$ cat config.mk
export PLATFORM = sky130hd
export DESIGN_NAME = imem_loader_flat
export DESIGN_NICKNAME = d
export VERILOG_FILES = /design/src/rtl/imem_loader_if.sv /design/src/rtl/imem_loader.sv /design/src/flat_wrapper.sv
export SDC_FILE = /design/constraint.sdc
export NUM_CORES = 1
export LEC_CHECK = 0
export CAP_MARGIN = 20
export CORE_ASPECT_RATIO = 1.2
export CORE_MARGIN = 1
export CORE_UTILIZATION = 40
export DETAILED_ROUTE_END_ITERATION = 10
export PLACE_DENSITY = 0.61
export SYNTH_ARGS = -nofsm -noshare
export SYNTH_HDL_FRONTEND = slang
export SYNTH_SLANG_ARGS = --single-unit
$ cat constraint.sdc
create_clock -name clk -period 8 [get_ports clk]
set_input_delay 2 -clock clk [delete_from_list [all_inputs] [get_ports clk]]
set_output_delay 2 -clock clk [all_outputs]
set_load 0.1 [all_outputs]
$ cat src/rtl/imem_loader_if.sv
// Byte-stream and imem write-port bundle for imem_loader.
// The slave modport is the loader side; master is the byte source / system side.
interface imem_loader_if;
    logic [7:0]  in_data;
    logic        in_valid;
    logic        in_ready;
    logic        reload;
    logic        mem_we;
    logic [31:0] mem_addr;
    logic [31:0] mem_wd;
    logic        cpu_rst;
    logic        done;
    logic        err;

    modport master (
        output in_data, in_valid, reload,
        input  in_ready, mem_we, mem_addr, mem_wd, cpu_rst, done, err
    );

    modport slave (
        input  in_data, in_valid, reload,
        output in_ready, mem_we, mem_addr, mem_wd, cpu_rst, done, err
    );
endinterface

$ cat src/rtl/imem_loader.sv
// Boot loader: receives a word count plus little-endian words over a byte stream,
// writes them into instruction memory, then releases the core from reset.
module imem_loader #(
    parameter int unsigned MEM_WORDS = 64,
    parameter logic [31:0] BASE_ADDR = 32'h0000_0000
) (
    input  logic         clk,
    input  logic         rst,
    imem_loader_if.slave bus
);

    typedef enum logic [2:0] {
        StCnt0,
        StCnt1,
        StData,
        StWrite,
        StDone,
        StErr
    } state_e;

    state_e      state_q, state_d;
    logic [15:0] n_q, n_d;
    logic [15:0] idx_q, idx_d;
    logic [1:0]  byte_q, byte_d;
    // Bytes 0..2 of the word in flight; byte 3 goes straight into mem_wd.
    logic [23:0] asm_q, asm_d;
    logic        mem_we_q, mem_we_d;
    logic [31:0] mem_addr_q, mem_addr_d;
    logic [31:0] mem_wd_q, mem_wd_d;
    logic        cpu_rst_q, cpu_rst_d;
    logic        done_q, done_d;
    logic        err_q, err_d;

    logic        in_ready;
    logic        xfer;
    logic [15:0] n_full;

    assign xfer   = bus.in_valid & in_ready;
    assign n_full = {bus.in_data, n_q[7:0]};

    always_comb begin
        in_ready = 1'b0;
        unique case (state_q)
            StCnt0, StCnt1, StData: in_ready = 1'b1;
            default:                in_ready = 1'b0;
        endcase
    end

    always_comb begin
        state_d    = state_q;
        n_d        = n_q;
        idx_d      = idx_q;
        byte_d     = byte_q;
        asm_d      = asm_q;
        mem_we_d   = 1'b0;
        mem_addr_d = mem_addr_q;
        mem_wd_d   = mem_wd_q;
        cpu_rst_d  = cpu_rst_q;
        done_d     = done_q;
        err_d      = err_q;

        if (bus.reload) begin
            state_d   = StCnt0;
            cpu_rst_d = 1'b1;
            done_d    = 1'b0;
            err_d     = 1'b0;
            idx_d     = 16'd0;
            byte_d    = 2'd0;
        end else begin
            unique case (state_q)
                StCnt0: begin
                    if (xfer) begin
                        n_d[7:0] = bus.in_data;
                        state_d  = StCnt1;
                    end
                end
                StCnt1: begin
                    if (xfer) begin
                        n_d = n_full;
                        if (n_full == 16'd0) begin
                            state_d   = StDone;
                            cpu_rst_d = 1'b0;
                            done_d    = 1'b1;
                        end else if (32'(n_full) > MEM_WORDS) begin
                            state_d = StErr;
                            err_d   = 1'b1;
                        end else begin
                            state_d = StData;
                        end
                    end
                end
                StData: begin
                    if (xfer) begin
                        if (byte_q == 2'd3) begin
                            state_d    = StWrite;
                            byte_d     = 2'd0;
                            mem_we_d   = 1'b1;
                            mem_addr_d = BASE_ADDR + 32'({idx_q, 2'b00});
                            mem_wd_d   = {bus.in_data, asm_q};
                        end else begin
                            asm_d  = {bus.in_data, asm_q[23:8]};
                            byte_d = byte_q + 2'd1;
                        end
                    end
                end
                StWrite: begin
                    if (idx_q == n_q - 16'd1) begin
                        state_d   = StDone;
                        cpu_rst_d = 1'b0;
                        done_d    = 1'b1;
                    end else begin
                        idx_d   = idx_q + 16'd1;
                        state_d = StData;
                    end
                end
                StDone, StErr: begin
                    state_d = state_q;
                end
                default: begin
                    state_d = StCnt0;
                end
            endcase
        end
    end

    always_ff @(posedge clk or negedge rst) begin
        if (!rst) begin
            state_q    <= StCnt0;
            n_q        <= 16'd0;
            idx_q      <= 16'd0;
            byte_q     <= 2'd0;
            asm_q      <= 24'd0;
            mem_we_q   <= 1'b0;
            mem_addr_q <= 32'd0;
            mem_wd_q   <= 32'd0;
            cpu_rst_q  <= 1'b1;
            done_q     <= 1'b0;
            err_q      <= 1'b0;
        end else begin
            state_q    <= state_d;
            n_q        <= n_d;
            idx_q      <= idx_d;
            byte_q     <= byte_d;
            asm_q      <= asm_d;
            mem_we_q   <= mem_we_d;
            mem_addr_q <= mem_addr_d;
            mem_wd_q   <= mem_wd_d;
            cpu_rst_q  <= cpu_rst_d;
            done_q     <= done_d;
            err_q      <= err_d;
        end
    end

    assign bus.in_ready = in_ready;
    assign bus.mem_we   = mem_we_q;
    assign bus.mem_addr = mem_addr_q;
    assign bus.mem_wd   = mem_wd_q;
    assign bus.cpu_rst  = cpu_rst_q;
    assign bus.done     = done_q;
    assign bus.err      = err_q;

endmodule

$ cat src/flat_wrapper.sv
// flat-port wrapper written by rule: the top's interface ports become plain ports
module imem_loader_flat 
#(
    parameter int unsigned MEM_WORDS = 64,
    parameter logic [31:0] BASE_ADDR = 32'h0000_0000
)
  (clk, rst, bus_in_data, bus_in_valid, bus_reload, bus_in_ready, bus_mem_we, bus_mem_addr, bus_mem_wd, bus_cpu_rst, bus_done, bus_err);
  imem_loader_if bus_i ();
  input  logic clk;
  input  logic rst;
  input wire logic [$bits(bus_i.in_data)-1:0] bus_in_data;
  input wire logic [$bits(bus_i.in_valid)-1:0] bus_in_valid;
  input wire logic [$bits(bus_i.reload)-1:0] bus_reload;
  output wire logic [$bits(bus_i.in_ready)-1:0] bus_in_ready;
  output wire logic [$bits(bus_i.mem_we)-1:0] bus_mem_we;
  output wire logic [$bits(bus_i.mem_addr)-1:0] bus_mem_addr;
  output wire logic [$bits(bus_i.mem_wd)-1:0] bus_mem_wd;
  output wire logic [$bits(bus_i.cpu_rst)-1:0] bus_cpu_rst;
  output wire logic [$bits(bus_i.done)-1:0] bus_done;
  output wire logic [$bits(bus_i.err)-1:0] bus_err;
  assign bus_i.in_data = bus_in_data;
  assign bus_i.in_valid = bus_in_valid;
  assign bus_i.reload = bus_reload;
  assign bus_in_ready = bus_i.in_ready;
  assign bus_mem_we = bus_i.mem_we;
  assign bus_mem_addr = bus_i.mem_addr;
  assign bus_mem_wd = bus_i.mem_wd;
  assign bus_cpu_rst = bus_i.cpu_rst;
  assign bus_done = bus_i.done;
  assign bus_err = bus_i.err;
  imem_loader #(.MEM_WORDS(MEM_WORDS), .BASE_ADDR(BASE_ADDR)) u_core (.clk(clk), .rst(rst), .bus(bus_i));
endmodule
==> flow_metrics.py, run 1 <==
metrics = {
    "clock_network": {
        "tritoncts": "done",
        "cts_setup_buffers": 0,
        "cts_htree_levels": 4,
        "root_buffer": "clkbuf_16",
        "insertion_delay_ps": 410,
        "numCtsBuffers": 17,
        "cts-resized-gates": 0,
        "clkTransAtPathRegs_ps": 60,
        "cts_buffer_depth": 2,
        "hold_buffers": 0,
        "cts.sinks": 113,
    },
    "timing": {
        "slew_headroom_pct": 32.2,
        "worstMarginPinSlew_ps": 1010,
        "fin_crit_sh_pct": 51.8,
        "finalClockSkew_ps": 10.9,
        "rsz0062_at_grt": "false",
        "setup_violations": 0,
        "min_period_ps": 4140,
        "fmax_mhz": 241,
        "hold_viol": 0,
        "setup_tns_ps": 0,
        "maxSlewViolCount": 0,
    },
    "yosys": {
        "synth.area.top_cells": "dfrtp_1 (52%), mux2_2 (18%), xnor2_1 (2.4%), buf_4 (2.2%), nor2_1 (2.1%)",
        "synth.distinct_cells": 57,
        "ys.flop_type": "dfrtp_1",
        "synth_edf_count": 0,
        "yosysWarnings": 0,
        "avgSynthCellArea_sq_um": 12.1,
        "syn_area_sq_um": 5380,
        "synth_top_cell_by_area": "dfrtp_1",
        "yosysSeqAreaShare_pct": 52.6,
        "ys_seq_elements": 113,
        "synth_cells": 444,
        "synthArstFlopShare_pct": 100,
        "synth_top_area_share_pct": 52.1,
    },
    "final_layout": {
        "final_common_cell": "dfrtp_1",
        "diodes": 0,
        "layout_common_cells": "dfrtp_1 (112), mux2_2 (88), clkdlybuf4s50_1 (63), nor2_1 (30), a21oi_1 (18)",
        "fillerInstances": 1173,
        "stdcell_count": 691,
        "area_delta_synth_final_pct": 24.6,
        "drive_gt1_share_pct": 27.2,
        "utilization_pct": 50.9,
        "design_area_sq_um": 6710,
        "finish.net_count": 526,
    },
    "critical_path": {
        "cp.arrival_ps": 2140,
        "start_kind": "flop",
        "startpoint": "u_core.state_q[1]",
        "r2r_setup_slack_ps": 4810,
        "critPathCapture": "bus_in_ready",
        "r2r_end": "u_core.idx_q[1]",
        "r2r_cells": 10,
        "rr_startpoint": "u_core.n_q[0]",
        "end_kind": "primary output",
        "required_ps": 6000,
        "cp_max_fo": 7,
        "worstSetupPathType": "flop to primary output",
    },
    "floorplanning": {
        "top_level_ports": 81,
        "die_x_um": 108,
        "initial_core_util_pct": 40.8,
        "die_area_sq_um": 13900,
        "rows": 46,
        "core_sq_um": 13200,
        "fp.dieH_um": 129,
    },
    "global_routing": {
        "grt_pass1_vias": 3742,
        "grt_pass1_wl_um": 18800,
        "grt_usage_pct": 17.8,
        "grt_max_degree": 59,
        "antenna_found_initial": 0,
        "grt_overflow": 0,
    },
    "pwr": {
        "clkPwrFrac_pct": 47.0,
        "p_leak_nw": 3.02,
        "power.total_mw": 1.57,
        "power_density_nw_per_um2": 234,
        "seqPwrFrac_pct": 40.9,
        "netSwitchingPower_mw": 0.434,
        "combPwrFrac_pct": 12.1,
        "swShare_pct": 27.7,
        "max-vdd-ir-drop_uv": 117,
        "power.internal_mw": 1.13,
    },
    "flow_run": {
        "drv_cap": 0,
    },
    "routing": {
        "vias": 3632,
        "avgRoutedWirePerCell_um": 16.1,
        "drt_wl_total_um": 11100,
        "viasPerCell": 5.26,
        "remaining_drc_errors": 0,
        "drt-initial-drc-count": 151,
        "ant_nets": 0,
        "drt_pass1_iterations": 4,
    },
    "min_path": {
        "hold_start": "u_core.bus.mem_addr[10]",
        "worstHoldPathType": "flop to flop",
    },
    "outcome": {
        "status": "completed",
    },
    "placed_design": {
        "port_buffers": 64,
        "placed_area_sq_um": 6120,
        "dp.cells": 660,
        "dp_hpwl_um": 7590,
        "place.gp.congestion": 0.811,
    },
}
-- sequential cells by signal, indices dropped and copies added, names as in the netlist --
name and flops:
u_core.asm_q 24, u_core.state_q 3, u_core.bus.mem_addr 16, u_core.bus.mem_we 1, u_core.bus.mem_wd 32, u_core.idx_q 16
u_core.bus.done 1, u_core.bus.cpu_rst 1, u_core.n_q 16, u_core.bus.err 1, u_core.byte_q 2
-- worst max-delay path: stages (launching register included) --
cell and delay (ps):
dfrtp_1 440, a21oi_1 160, clkdlybuf4s50_1 1140
-- worst min-delay path by stage --
stage                                          to  cells past startpoint
after floorplan                   u_core.asm_q[0]                      1
after global placement    u_core.bus.mem_addr[10]                      2
after detailed placement  u_core.bus.mem_addr[10]                      2
after CTS                    u_core.bus.mem_wd[1]                      1
after global routing       u_core.bus.mem_addr[9]                      1
final                     u_core.bus.mem_addr[10]                      2
-- cells in the mapped netlist, types with 4 or more instances --
cell and instances:
dfrtp_1 112, nor4_1 5, a21oi_1 18, o21ai_0 7, clkbuf_1 13, nand3_1 11, inv_1 7, xnor2_1 15
nand4_1 5, nor3_1 8, or4_1 6, nand2_1 18, or3_1 4, mux2_2 88, nor2_1 30, mux2_1 7
nor2b_1 10, xor2_1 8, buf_1 4, buf_4 16
-- power by group through the flow --
stage | Combinational (mW) | Sequential [mW] | Clock, mW
floorplan | 0.160 | 0.636 | 0
global placement | 0.186 | 0.648 | 0
detailed placement | 0.190 | 0.650 | 0
CTS | 0.191 | 0.641 | 0.752
global route | 0.208 | 0.646 | 0.782
finish | 0.190 | 0.641 | 0.737
-- stage by stage --
stage,setup slack (ps),hold slack (ps)
after detailed placement,3820,492
after global placement,3870,466
after floorplan,4080,477
after CTS,3840,507
after global routing,3790,523
final,3860,498
-- kinds of logic (layout without fill, tap and decap cells) --
group	Yosys count	after routing	synth area share, %
AOI/OAI and AO/OA	43	43	5.42
xor gates and xnor gates	23	23	3.74
adders and majority gates	3	3	0.697
buffers and inverters	42	106	4.21
DFF	113	113	52.6
muxes	96	96	20.1
other	1	16	0.0697
and+or+nand+nor	123	123	13.2
-- per-layer routing --
metal  share of wire (%)  track usage, %
met1                  44            22.8
met3                 5.1            4.68
met2                  48            28.2
met5                   0               0
met4                 2.5            8.54
-- area by class of cell --
cell class	instances	area (sq um)	share of cell area (%)
sequential	113	2830	42.2
multi-input combinational	304	2390	35.7
timing repair buffer	68	668	9.96
clock buffer	17	425	6.34
tap	168	210	3.13
clock inverter	14	156	2.33
inverter	7	26.3	0.392
(Power assumes the default switching activity.)
==> run 2, diff against run 1 <==
--- a/config.mk
+++ b/config.mk
@@ -10,7 +10,7 @@
 export CORE_MARGIN = 1
 export CORE_UTILIZATION = 40
 export DETAILED_ROUTE_END_ITERATION = 10
-export PLACE_DENSITY = 0.61
+export PLACE_DENSITY = 0.63
 export SYNTH_ARGS = -nofsm -noshare
 export SYNTH_HDL_FRONTEND = slang
 export SYNTH_SLANG_ARGS = --single-unit
==> constraint.sdc (replaced) <==
create_clock -name clk -period 3.73 [get_ports clk]
set_input_delay 0.9325 -clock clk [delete_from_list [all_inputs] [get_ports clk]]
set_output_delay 0.9325 -clock clk [all_outputs]
set_load 0.1 [all_outputs]
==> flow_metrics.py, run 2 (same netlist as run 1, synthesis figures left out) <==
metrics = {
    "critical_path": {
        "r2r_setup_slack_ps": 570,
        "startpoint": "u_core.n_q[0]",
        "cp_max_fo": 14,
        "start_kind": "flop",
        "required_ps": 4060,
        "cp.arrival_ps": 3490,
        "r2r_end": "u_core.idx_q[3]",
        "r2r_cells": 10,
        "worstSetupPathType": "flop to flop",
        "end_kind": "flop",
        "rr_startpoint": "u_core.n_q[0]",
        "critPathCapture": "u_core.idx_q[3]",
    },
    "pwr": {
        "combPwrFrac_pct": 12.1,
        "power_density_nw_per_um2": 508,
        "power.internal_mw": 2.45,
        "swShare_pct": 28.3,
        "max-vdd-ir-drop_uv": 290,
        "netSwitchingPower_mw": 0.970,
        "clkPwrFrac_pct": 47.6,
        "seqPwrFrac_pct": 40.3,
        "p_leak_nw": 3.07,
    },
    "clock_network": {
        "cts-resized-gates": 0,
        "hold_buffers": 0,
        "clkTransAtPathRegs_ps": 60,
        "root_buffer": "clkbuf_16",
        "cts_htree_levels": 4,
        "numCtsBuffers": 17,
        "cts_buffer_depth": 2,
        "insertion_delay_ps": 420,
        "cts.sinks": 113,
        "cts_setup_buffers": 0,
        "tritoncts": "done",
    },
    "timing": {
        "worstMarginPinSlew_ps": 997,
        "setup_tns_ps": 0,
        "finalWorstSetupSlack_ps": 571,
        "min_period_ps": 3160,
        "finalClockSkew_ps": 11.5,
        "fin_crit_sh_pct": 84.7,
        "fmax_mhz": 317,
        "slew_headroom_pct": 33.3,
        "hold_viol": 0,
        "maxSlewViolCount": 0,
        "setup_violations": 0,
        "rsz0062_at_grt": "false",
    },
    "placed_design": {
        "place.gp.congestion": 0.892,
        "dp.cells": 663,
        "placed_area_sq_um": 6140,
        "port_buffers": 64,
        "dp_hpwl_um": 7950,
        "place_ws_ps": 594,
    },
    "final_layout": {
        "area_delta_synth_final_pct": 25.2,
        "largest_reg_flops": 32,
        "drive_gt1_share_pct": 29.2,
        "finish.net_count": 529,
        "stdcell_count": 695,
        "design_area_sq_um": 6740,
        "final_common_cell": "dfrtp_1",
        "diodes": 0,
        "layout_common_cells": "dfrtp_1 (112), mux2_2 (88), clkdlybuf4s50_1 (55), nor2_1 (30), a21oi_1 (18)",
    },
    "flow_run": {
        "drv_cap": 0,
    },
    "routing": {
        "drt_wl_total_um": 11500,
        "ant_nets": 0,
        "avgRoutedWirePerCell_um": 16.6,
        "viasPerCell": 5.28,
        "vias": 3667,
        "drt-initial-drc-count": 120,
        "drt_pass1_iterations": 4,
        "remaining_drc_errors": 0,
    },
    "floorplanning": {
        "fp.dieH_um": 129,
        "die_area_sq_um": 13900,
        "top_level_ports": 81,
        "die_x_um": 108,
        "core_sq_um": 13200,
        "initial_core_util_pct": 40.8,
        "rows": 46,
    },
    "global_routing": {
        "grt_pass1_vias": 3709,
        "grt_overflow": 0,
        "grt_usage_pct": 17.9,
        "grt_max_degree": 78,
        "antenna_found_initial": 0,
        "grt_pass1_wl_um": 18800,
    },
    "min_path": {
        "worstHoldPathType": "input pin to async pin",
    },
    "outcome": {
        "status": "completed",
    },
}
run 2: cell count changes in the layout (fill, tap and decap cells not counted), sizes merged:
cell	before	now
buf	5	16
clkdlybuf4s50	63	55
inv	11	15
clkinvlp	4	2
clkinv	4	3
run 2: per-layer routing:
layer / track usage [%] / wire length, um / up-vias
met2: 28.4 / 5500 / 111
met4: 7.98 / 306 / 0
met5: 0 / 0 / -
met1: 22.4 / 5110 / 1848
met3: 5.84 / 590 / 20
li1: - / - / 1688
run 2: power groups by stage:
stage	Sequential, mW	Clock (mW)	Combinational [mW]
global placement	1.39	0	0.410
detailed placement	1.40	0	0.415
finish	1.38	1.63	0.414
CTS	1.38	1.67	0.417
global route	1.39	1.73	0.448
floorplan	1.36	0	0.344
run 2: worst min path at each step:
stage / endpoint / slack [ps] / depth (start not counted)
after global routing: u_core.bus.mem_addr[6] / 510 / 1
after CTS: u_core.bus.err / 490 / 1
final: u_core.idx_q[15] / 490 / 1
after floorplan: u_core.asm_q[0] / 480 / 1
after detailed placement: u_core.bus.mem_addr[10] / 480 / 2
after global placement: u_core.bus.mem_addr[10] / 480 / 2
run 2: worst max-delay path: stages (launching register included):
cell,delay [ps]
dfrtp_1,420
inv_1,80
ha_1,210
or4b_4,530
or3_1,380
a2111oi_2,350
nand4_1,200
nand4b_4,240
o21ai_4,320
o21ai_0,170
a21oi_1,170
run 2: final cells by class:
cell class,instances,area (sq um)
clock inverters,15,173
multi-input cells,304,2390
well taps,168,210
flip-flops and latches,113,2830
fillers,1167,6440
repair buffers,71,683
clock buffers,17,425
inverters,7,26.3
run 2: metrics by stage:
step | hold WS (ps) | util (%) | power [mW]
3_5_place_dp | 480 | 46.6 | 1.81
3_3_place_gp | 476 | 46.6 | 1.80
6_report | 490 | 51.1 | 3.42
2_1_floorplan | 477 | - | 1.71
4_1_cts | 494 | 51.1 | 3.46
5_1_grt | 505 | 51.1 | 3.56
==> run 3, diff against run 2 <==
--- a/config.mk
+++ b/config.mk
@@ -10,7 +10,7 @@
 export CORE_MARGIN = 1
 export CORE_UTILIZATION = 40
 export DETAILED_ROUTE_END_ITERATION = 10
-export PLACE_DENSITY = 0.63
+export PLACE_DENSITY = 0.61
 export SYNTH_ARGS = -nofsm -noshare
 export SYNTH_HDL_FRONTEND = slang
 export SYNTH_SLANG_ARGS = --single-unit
==> constraint.sdc (replaced) <==
create_clock -name clk -period 3.08 [get_ports clk]
set_input_delay 0.77 -clock clk [delete_from_list [all_inputs] [get_ports clk]]
set_output_delay 0.77 -clock clk [all_outputs]
set_load 0.1 [all_outputs]
==> flow_metrics.py, run 3 (same netlist as run 1, synthesis figures left out) <==
metrics = {
    "floorplanning": {
        "initial_core_util_pct": 40.8,
        "top_level_ports": 81,
        "die_area_sq_um": 13900,
        "core_sq_um": 13200,
        "rows": 46,
        "die_x_um": 108,
        "fp.dieH_um": 129,
    },
    "final_layout": {
        "multi_input_area_sq_um": 2510,
        "drive_gt1_share_pct": 42.7,
        "largest_reg_flops": 32,
        "final_common_cell": "dfrtp_1",
        "utilization_pct": 52.0,
        "seqCellArea_sq_um": 2830,
        "layout_common_cells": "dfrtp_1 (112), mux2_2 (88), buf_4 (76), nor2_1 (30)",
        "finish.net_count": 548,
        "fillerInstances": 1185,
        "diodes": 0,
        "design_area_sq_um": 6850,
        "area_delta_synth_final_pct": 27.3,
    },
    "clock_network": {
        "clkTransAtPathRegs_ps": 60,
        "cts.sinks": 113,
        "cts_htree_levels": 4,
        "numCtsBuffers": 17,
        "root_buffer": "clkbuf_16",
        "hold_buffers": 0,
        "tritoncts": "done",
        "cts_buffer_depth": 2,
        "insertion_delay_ps": 410,
    },
    "global_routing": {
        "grt_max_degree": 52,
        "grt_pass1_vias": 3756,
        "grt_pass1_wl_um": 19200,
        "antenna_found_initial": 0,
        "grt_overflow": 0,
        "grt_usage_pct": 18.3,
    },
    "pwr": {
        "power_density_nw_per_um2": 595,
        "clkPwrFrac_pct": 44.5,
        "seqPwrFrac_pct": 40.1,
        "max-vdd-ir-drop_uv": 300,
        "swShare_pct": 29.1,
        "p_leak_nw": 3.24,
        "combPwrFrac_pct": 15.4,
        "netSwitchingPower_mw": 1.18,
        "power.internal_mw": 2.89,
    },
    "routing": {
        "ant_nets": 0,
        "drt_wl_total_um": 11800,
        "remaining_drc_errors": 0,
        "viasPerCell": 5.17,
        "drt-initial-drc-count": 168,
        "drt_pass1_iterations": 4,
        "avgRoutedWirePerCell_um": 16.5,
        "vias": 3693,
    },
    "timing": {
        "fmax_mhz": 330,
        "setup_violations": 0,
        "maxSlewViolCount": 0,
        "fin_crit_sh_pct": 98.3,
        "min_period_ps": 3030,
        "timing.hold.ws_ps": 291,
        "rsz0062_at_grt": "true",
        "finalClockSkew_ps": 6.16,
        "setup_tns_ps": 0,
        "hold_viol": 0,
        "finalWorstSetupSlack_ps": 52.8,
    },
    "min_path": {
        "worstHoldPathType": "input pin to async pin",
    },
    "critical_path": {
        "end_kind": "flop",
        "slowest_stage": "or4_4",
        "crit_top_cell": "or3_4",
        "cp_max_fo": 7,
        "r2r_setup_slack_ps": 50,
        "slowest_delay_ps": 530,
        "rr_startpoint": "u_core.n_q[0]",
        "cp.arrival_ps": 3320,
        "required_ps": 3380,
        "worstSetupPathType": "flop to flop",
        "start_kind": "flop",
        "r2r_cells": 9,
        "critPathTopFamily": "simple AND/OR/NAND/NOR gates",
        "r2r_end": "u_core.idx_q[13]",
        "crit_chain": "buf_6, or4_4, or3_4, o21ai_2, a21oi_2, or3_4, a31oi_4, nand4_1, mux2_4",
        "critPathBufInv": 1,
    },
    "placed_design": {
        "place.gp.congestion": 0.896,
        "place_ws_ps": 40.6,
        "placed_area_sq_um": 6150,
        "port_buffers": 64,
        "dp_hpwl_um": 8080,
    },
    "outcome": {
        "status": "completed",
    },
    "flow_run": {
        "drv_cap": 0,
    },
}
-- run 3: worst max-delay path by stage --
stage / start / end / slack, ps / cells after the start
final: u_core.n_q[0] / u_core.idx_q[13] / 50 / 9
after global routing: u_core.n_q[0] / u_core.idx_q[1] / -50 / 10
after CTS: u_core.n_q[0] / u_core.idx_q[12] / 40 / 9
after detailed placement: u_core.n_q[1] / u_core.idx_q[12] / 40 / 10
after global placement: u_core.n_q[1] / u_core.idx_q[15] / 110 / 10
after floorplan: u_core.n_q[0] / u_core.idx_q[1] / 220 / 11
-- run 3: per-layer routing --
metal / wire length [um] / GRT usage (%)
met2: 5720 / 28.8
met4: 267 / 8.70
met3: 656 / 4.63
met1: 5170 / 23.6
met5: 0 / 0
-- run 3: area by class of cell --
type | instances | share of cell area [%]
timing repair buffer | 89 | 10.5
clock buffer | 19 | 6.61
tap | 168 | 3.07
clock inverter | 13 | 1.53
multi-input combinational | 305 | 36.6
sequential | 113 | 41.3
inverter | 7 | 0.383
-- run 3: metrics by stage --
stage	instances	total power [mW]
floorplan	459	2.07
global placement	678	2.22
detailed placement	678	2.23
CTS	710	4.06
global route	714	4.24
finish	714	4.08
-- run 3: power groups by stage --
stage | registers, mW | clock network [mW] | logic, mW
2_1_floorplan | 1.65 | 0 | 0.417
3_3_place_gp | 1.65 | 0 | 0.574
3_5_place_dp | 1.65 | 0 | 0.579
4_1_cts | 1.63 | 1.85 | 0.581
5_1_grt | 1.64 | 1.92 | 0.682
6_report | 1.63 | 1.81 | 0.630
-- run 3: what timing repair did --
action                                  CTS  global route
endpoints found under the setup margin    0            18
resized for setup                         0            22
buffers inserted                          0             3
==> variant 1 (flow settings as in run 3) <==
`MEM_WORDS` is set to 64 in 2 places; all go to 32.
--- a/src/rtl/imem_loader.sv
+++ b/src/rtl/imem_loader.sv
@@ -3,3 +3,3 @@
 module imem_loader #(
-    parameter int unsigned MEM_WORDS = 64,
+    parameter int unsigned MEM_WORDS = 32,
     parameter logic [31:0] BASE_ADDR = 32'h0000_0000
--- a/src/flat_wrapper.sv
+++ b/src/flat_wrapper.sv
@@ -3,3 +3,3 @@
 #(
-    parameter int unsigned MEM_WORDS = 64,
+    parameter int unsigned MEM_WORDS = 32,
     parameter logic [31:0] BASE_ADDR = 32'h0000_0000
Formal check against the unedited RTL: not equivalent (Yosys sat finds a counterexample within 4 cycles, from zero or initial values and one cycle with rst low).
==> variant 1 against run 3 <==
Power decreased by 2.6%. Final area decreased by 0.88%. Worst setup slack improved by 23 ps. Routed wire length decreased by 4.3%. Hold slack improved by 120 ps. Synthesized area increased by 0.84%. Core utilization decreased by 0.68 points. Clock power about the same. Critical path type unchanged. Largest power group unchanged. Sequential cell count unchanged. First-iteration DRC count decreased by 12%. Count of clock-buffer cells in the layout increased by 2.
==> variant 1: results (changes against run 3) <==
register area share after synthesis 52.1% (-0.44 points); mux cell area share after synthesis 20.2% (+0.11 points); P_sw 0.00109 W (-7.9%); largest net degree at the start of global routing 58 (+12%); final WL 11300 um (-4.3%); Crit. End Element flop; Final HPWL DP 7660 um (-5.1%); filler cell count 1182 (-0.25%); FF-to-FF path depth 10 (+1); Placed Cells 675 (-0.44%); post-synthesis share of cell area spent on xor and xnor gates 2.74% (-1.0 points); crit-path max FO 13 (+6); Gate Count Post-Synth 447 (+0.68%); peak supply drop 0.300 mV (-0.14%); Routed WL per cell 16.0 um (-3.5%); most instantiated cells after synthesis 112 x dfrtp_1, 90 x mux2_2, 23 x nand2_1; leakage power 3.23 nW (-0.47%); GP Congestion 0.822 (-8.3%); Reg-to-Reg End u_core.idx_q[9]; Cell Area, Placed 6160 um2 (+0.12%); crit path DAT 3340 ps (+20 ps); first-pass GRT wire length 18900 um (-1.3%); Worst-path clk slew 50 ps; Reg2Reg Setup Slack 80 ps (+20 ps); layout cells sized above 1 41.5% (-1.2 points); clock latency on the worst-skew pair 410 ps (about the same); Total GRT Usage 17.6% (-0.71 points); critical path's top delay family simple AND/OR/NAND/NOR gates; CP peak stage delay 580 ps (+50 ps); Compound-Gate Fraction of Synth Area 5.44% (+0.024 points); Synth Area in Adders 0.692% (-0.0058 points); Max Clock Skew 10.0 ps (+3.87 ps); Cell variety after synth 56 (-1.8%); crit path max-delay cell type or4_1; clk root buf clkbuf_16; max-cap violation count 0 (unchanged); fin nets 543 (-0.91%); DRT Pass-1 Iters 4 (unchanged); status complete, no violations; ys async rst share 100% (unchanged); First DRT Iteration DRCs 148 (-12%); number of global-route vias before repair 3878 (+3.2%); Synth area leaders dfrtp_1 52%, mux2_2 19%, buf_4 2.2%, nand2_1 1.6%, xnor2_1 1.5%; final setup violation count 0 (unchanged); Via density 5.25 (+1.4%)
-- variant 1: timing repair --
item,in CTS,in global routing
buffers inserted,0,1
gates resized for setup,0,10
setup endpoints to repair,0,10
-- variant 1: power groups by stage --
stage / Sequential (W) / Clock, W / Combinational, W
global placement: 0.00167 / 0 / 0.000478
global route: 0.00167 / 0.00194 / 0.000550
detailed placement: 0.00167 / 0 / 0.000486
floorplan: 0.00164 / 0 / 0.000385
finish: 0.00165 / 0.00181 / 0.000505
CTS: 0.00165 / 0.00185 / 0.000489
-- variant 1: metal layers --
metal	vias to the layer above	GRT usage [%]	wire length, um
li1	1744	-	-
met1	1858	21.1	4910
met2	95	29.4	5630
met3	17	5.48	586
met4	0	6.92	166
met5	-	0	0
-- variant 1: stage by stage --
step                      setup WS (ps)  utilization (%)
after floorplan                     136                -
after global placement              180             46.5
after detailed placement            105             46.5
after CTS                          92.2             50.7
after global routing              -77.3             51.3
final                              75.4             51.3
-- variant 1: layout make-up --
cell class,count,area (um2),area share (%)
inverters,8,30.0,0.442
clock buffers,21,460,6.78
flip-flops and latches,113,2830,41.7
clock inverters,10,87.6,1.29
well taps,168,210,3.10
repair buffers,85,718,10.6
multi-input cells,303,2450,36.1
-- variant 1: logic make-up after synthesis --
group / after synthesis
other cells: 1
simple gates: 130
compound gates: 41
flops: 113
xor+xnor: 17
buf+inv: 46
fa+ha+maj: 3
mux: 96
-- variant 1: worst min path at each step --
| stage | start | endpoint | slack, ps | cells past startpoint |
|---|---|---|---|---|
| 2_1_floorplan | rst | u_core.asm_q[0] | 470 | 0 |
| 3_3_place_gp | u_core.asm_q[3] | u_core.bus.mem_wd[3] | 490 | 1 |
| 3_5_place_dp | u_core.asm_q[5] | u_core.asm_q[5] | 490 | 1 |
| 4_1_cts | rst | u_core.bus.mem_addr[16] | 450 | 1 |
| 5_1_grt | rst | u_core.bus.mem_addr[16] | 470 | 1 |
| 6_report | rst | u_core.bus.mem_addr[16] | 410 | 1 |
==> variant 2 (config.mk and constraints of run 3) <==
Without the edit above. Take the reset off `n_q`, `mem_addr_q` and `mem_wd_q` and load them in a clocked block of their own.
--- a/src/rtl/imem_loader.sv
+++ b/src/rtl/imem_loader.sv
@@ -128,3 +128,2 @@
             state_q    <= StCnt0;
-            n_q        <= 16'd0;
             idx_q      <= 16'd0;
@@ -133,4 +132,2 @@
             mem_we_q   <= 1'b0;
-            mem_addr_q <= 32'd0;
-            mem_wd_q   <= 32'd0;
             cpu_rst_q  <= 1'b1;
@@ -140,3 +137,2 @@
             state_q    <= state_d;
-            n_q        <= n_d;
             idx_q      <= idx_d;
@@ -145,4 +141,2 @@
             mem_we_q   <= mem_we_d;
-            mem_addr_q <= mem_addr_d;
-            mem_wd_q   <= mem_wd_d;
             cpu_rst_q  <= cpu_rst_d;
@@ -151,2 +145,8 @@
         end
+    end
+
+    always_ff @(posedge clk) begin
+        n_q        <= n_d;
+        mem_addr_q <= mem_addr_d;
+        mem_wd_q   <= mem_wd_d;
     end
Check against the original RTL: not equivalent (Yosys sat finds a counterexample within 10 cycles, from zero or initial values and one cycle with rst low; the reset may be asserted at any time).
==> variant 2 against run 3 <==
Routed wire length shrank 15%. Synthesized area fell by 8.6%. First-iteration DRC count rose by 60%. Final area shrank 7.8%. Sequential cell count unchanged. Worst setup slack better by 140 ps. Critical path depth is the same. Highest routed layer unchanged.
Power is not compared: it rests on default switching activity, and its combinational part moved more than twofold at a synthesized area within 25%.
==> variant 2: results (changes against run 3) <==
status complete, no violations; filler cell count 1014 (-14%); Seq area share 49.8% (+8.5 points); Hold Slack 441 ps (+150 ps); GP Congestion 0.823 (-8.1%); Total GRT Usage 17.3% (-0.97 points); Final Critical Period 2880 ps (-143 ps); register area share after synthesis 64.0% (+11 points); crit path max-delay cell type edfxtp_1; Inverters 8 (+1); CP Launch Point u_core.n_q[3]; crit path DAT 3210 ps (-110 ps); NonClk Buf Share 11.3% (+0.79 points); Via density 5.10 (-1.3%); Post-synth EDFFs 64 (+64); Gate Count Post-Synth 363 (-18%); fin area 6320 um2 (-7.8%); Post-Layout Cell Count 630 (-12%); ys async rst share 43.4% (-57 points); fin nets 471 (-14%); First DRT Iteration DRCs 268 (+60%); core region area 12100 um2 (-8.5%); synth warn 0 (unchanged); clk tree area frac 9.25% (+1.1 points); Routed WL per cell 16.0 um (-3.3%); Worst Hold Class reg2reg; Placed Cells 598 (-12%); area of the multi-input gates 1640 um2 (-35%); first-pass GRT wire length 16000 um (-17%); Reg2Reg Setup Slack 200 ps (+140 ps); Synth area leaders edfxtp_1 39%, dfrtp_1 24%, mux2_2 5.7%, buf_4 2.6%, xnor2_1 2.5%; Max Clock Skew 6.35 ps (+0.192 ps); number of global-route vias before repair 3124 (-17%); final-layout clock buffer total 23 (+4); crit-path max FO 12 (+5); Reg-to-Reg End u_core.idx_q[12]; most instantiated cells after synthesis 64 x edfxtp_1, 48 x dfrtp_1, 25 x mux2_2; Cell Area, Placed 5720 um2 (-7.0%); Multi-Input Combinational 227 (-26%); FFs & Latches 113 (unchanged); Cell variety after synth 58 (+1.8%)
-- variant 2: cell count changes after synthesis, moves of 4 or more --
| cell | delta |
|---|---|
| clkbuf_1 | -4 |
| dfrtp_1 | -64 |
| edfxtp_1 | +64 |
| mux2_1 | -6 |
| mux2_2 | -63 |
| nand2_1 | -7 |
| nor2_1 | -16 |
| nor2b_1 | -4 |
| o31ai_1 | +8 |
| or4_1 | +4 |
-- variant 2: kinds of logic after synthesis --
group,Yosys count,synth area share [%]
AOI/OAI and AO/OA,54,7.25
xor gates and xnor gates,23,4.40
adders and majority gates,3,0.763
buffers and inverters,38,4.40
DFF,113,64.0
muxes,27,6.15
other,1,0.0762
and+or+nand+nor,104,13.0
-- variant 2: layer usage --
layer | vias up | track usage [%] | wire length (um)
li1 | 1532 | - | -
met1 | 1576 | 21.1 | 4250
met2 | 87 | 27.3 | 5070
met5 | - | 0 | 0
met3 | 21 | 5.54 | 533
met4 | 0 | 9.15 | 226
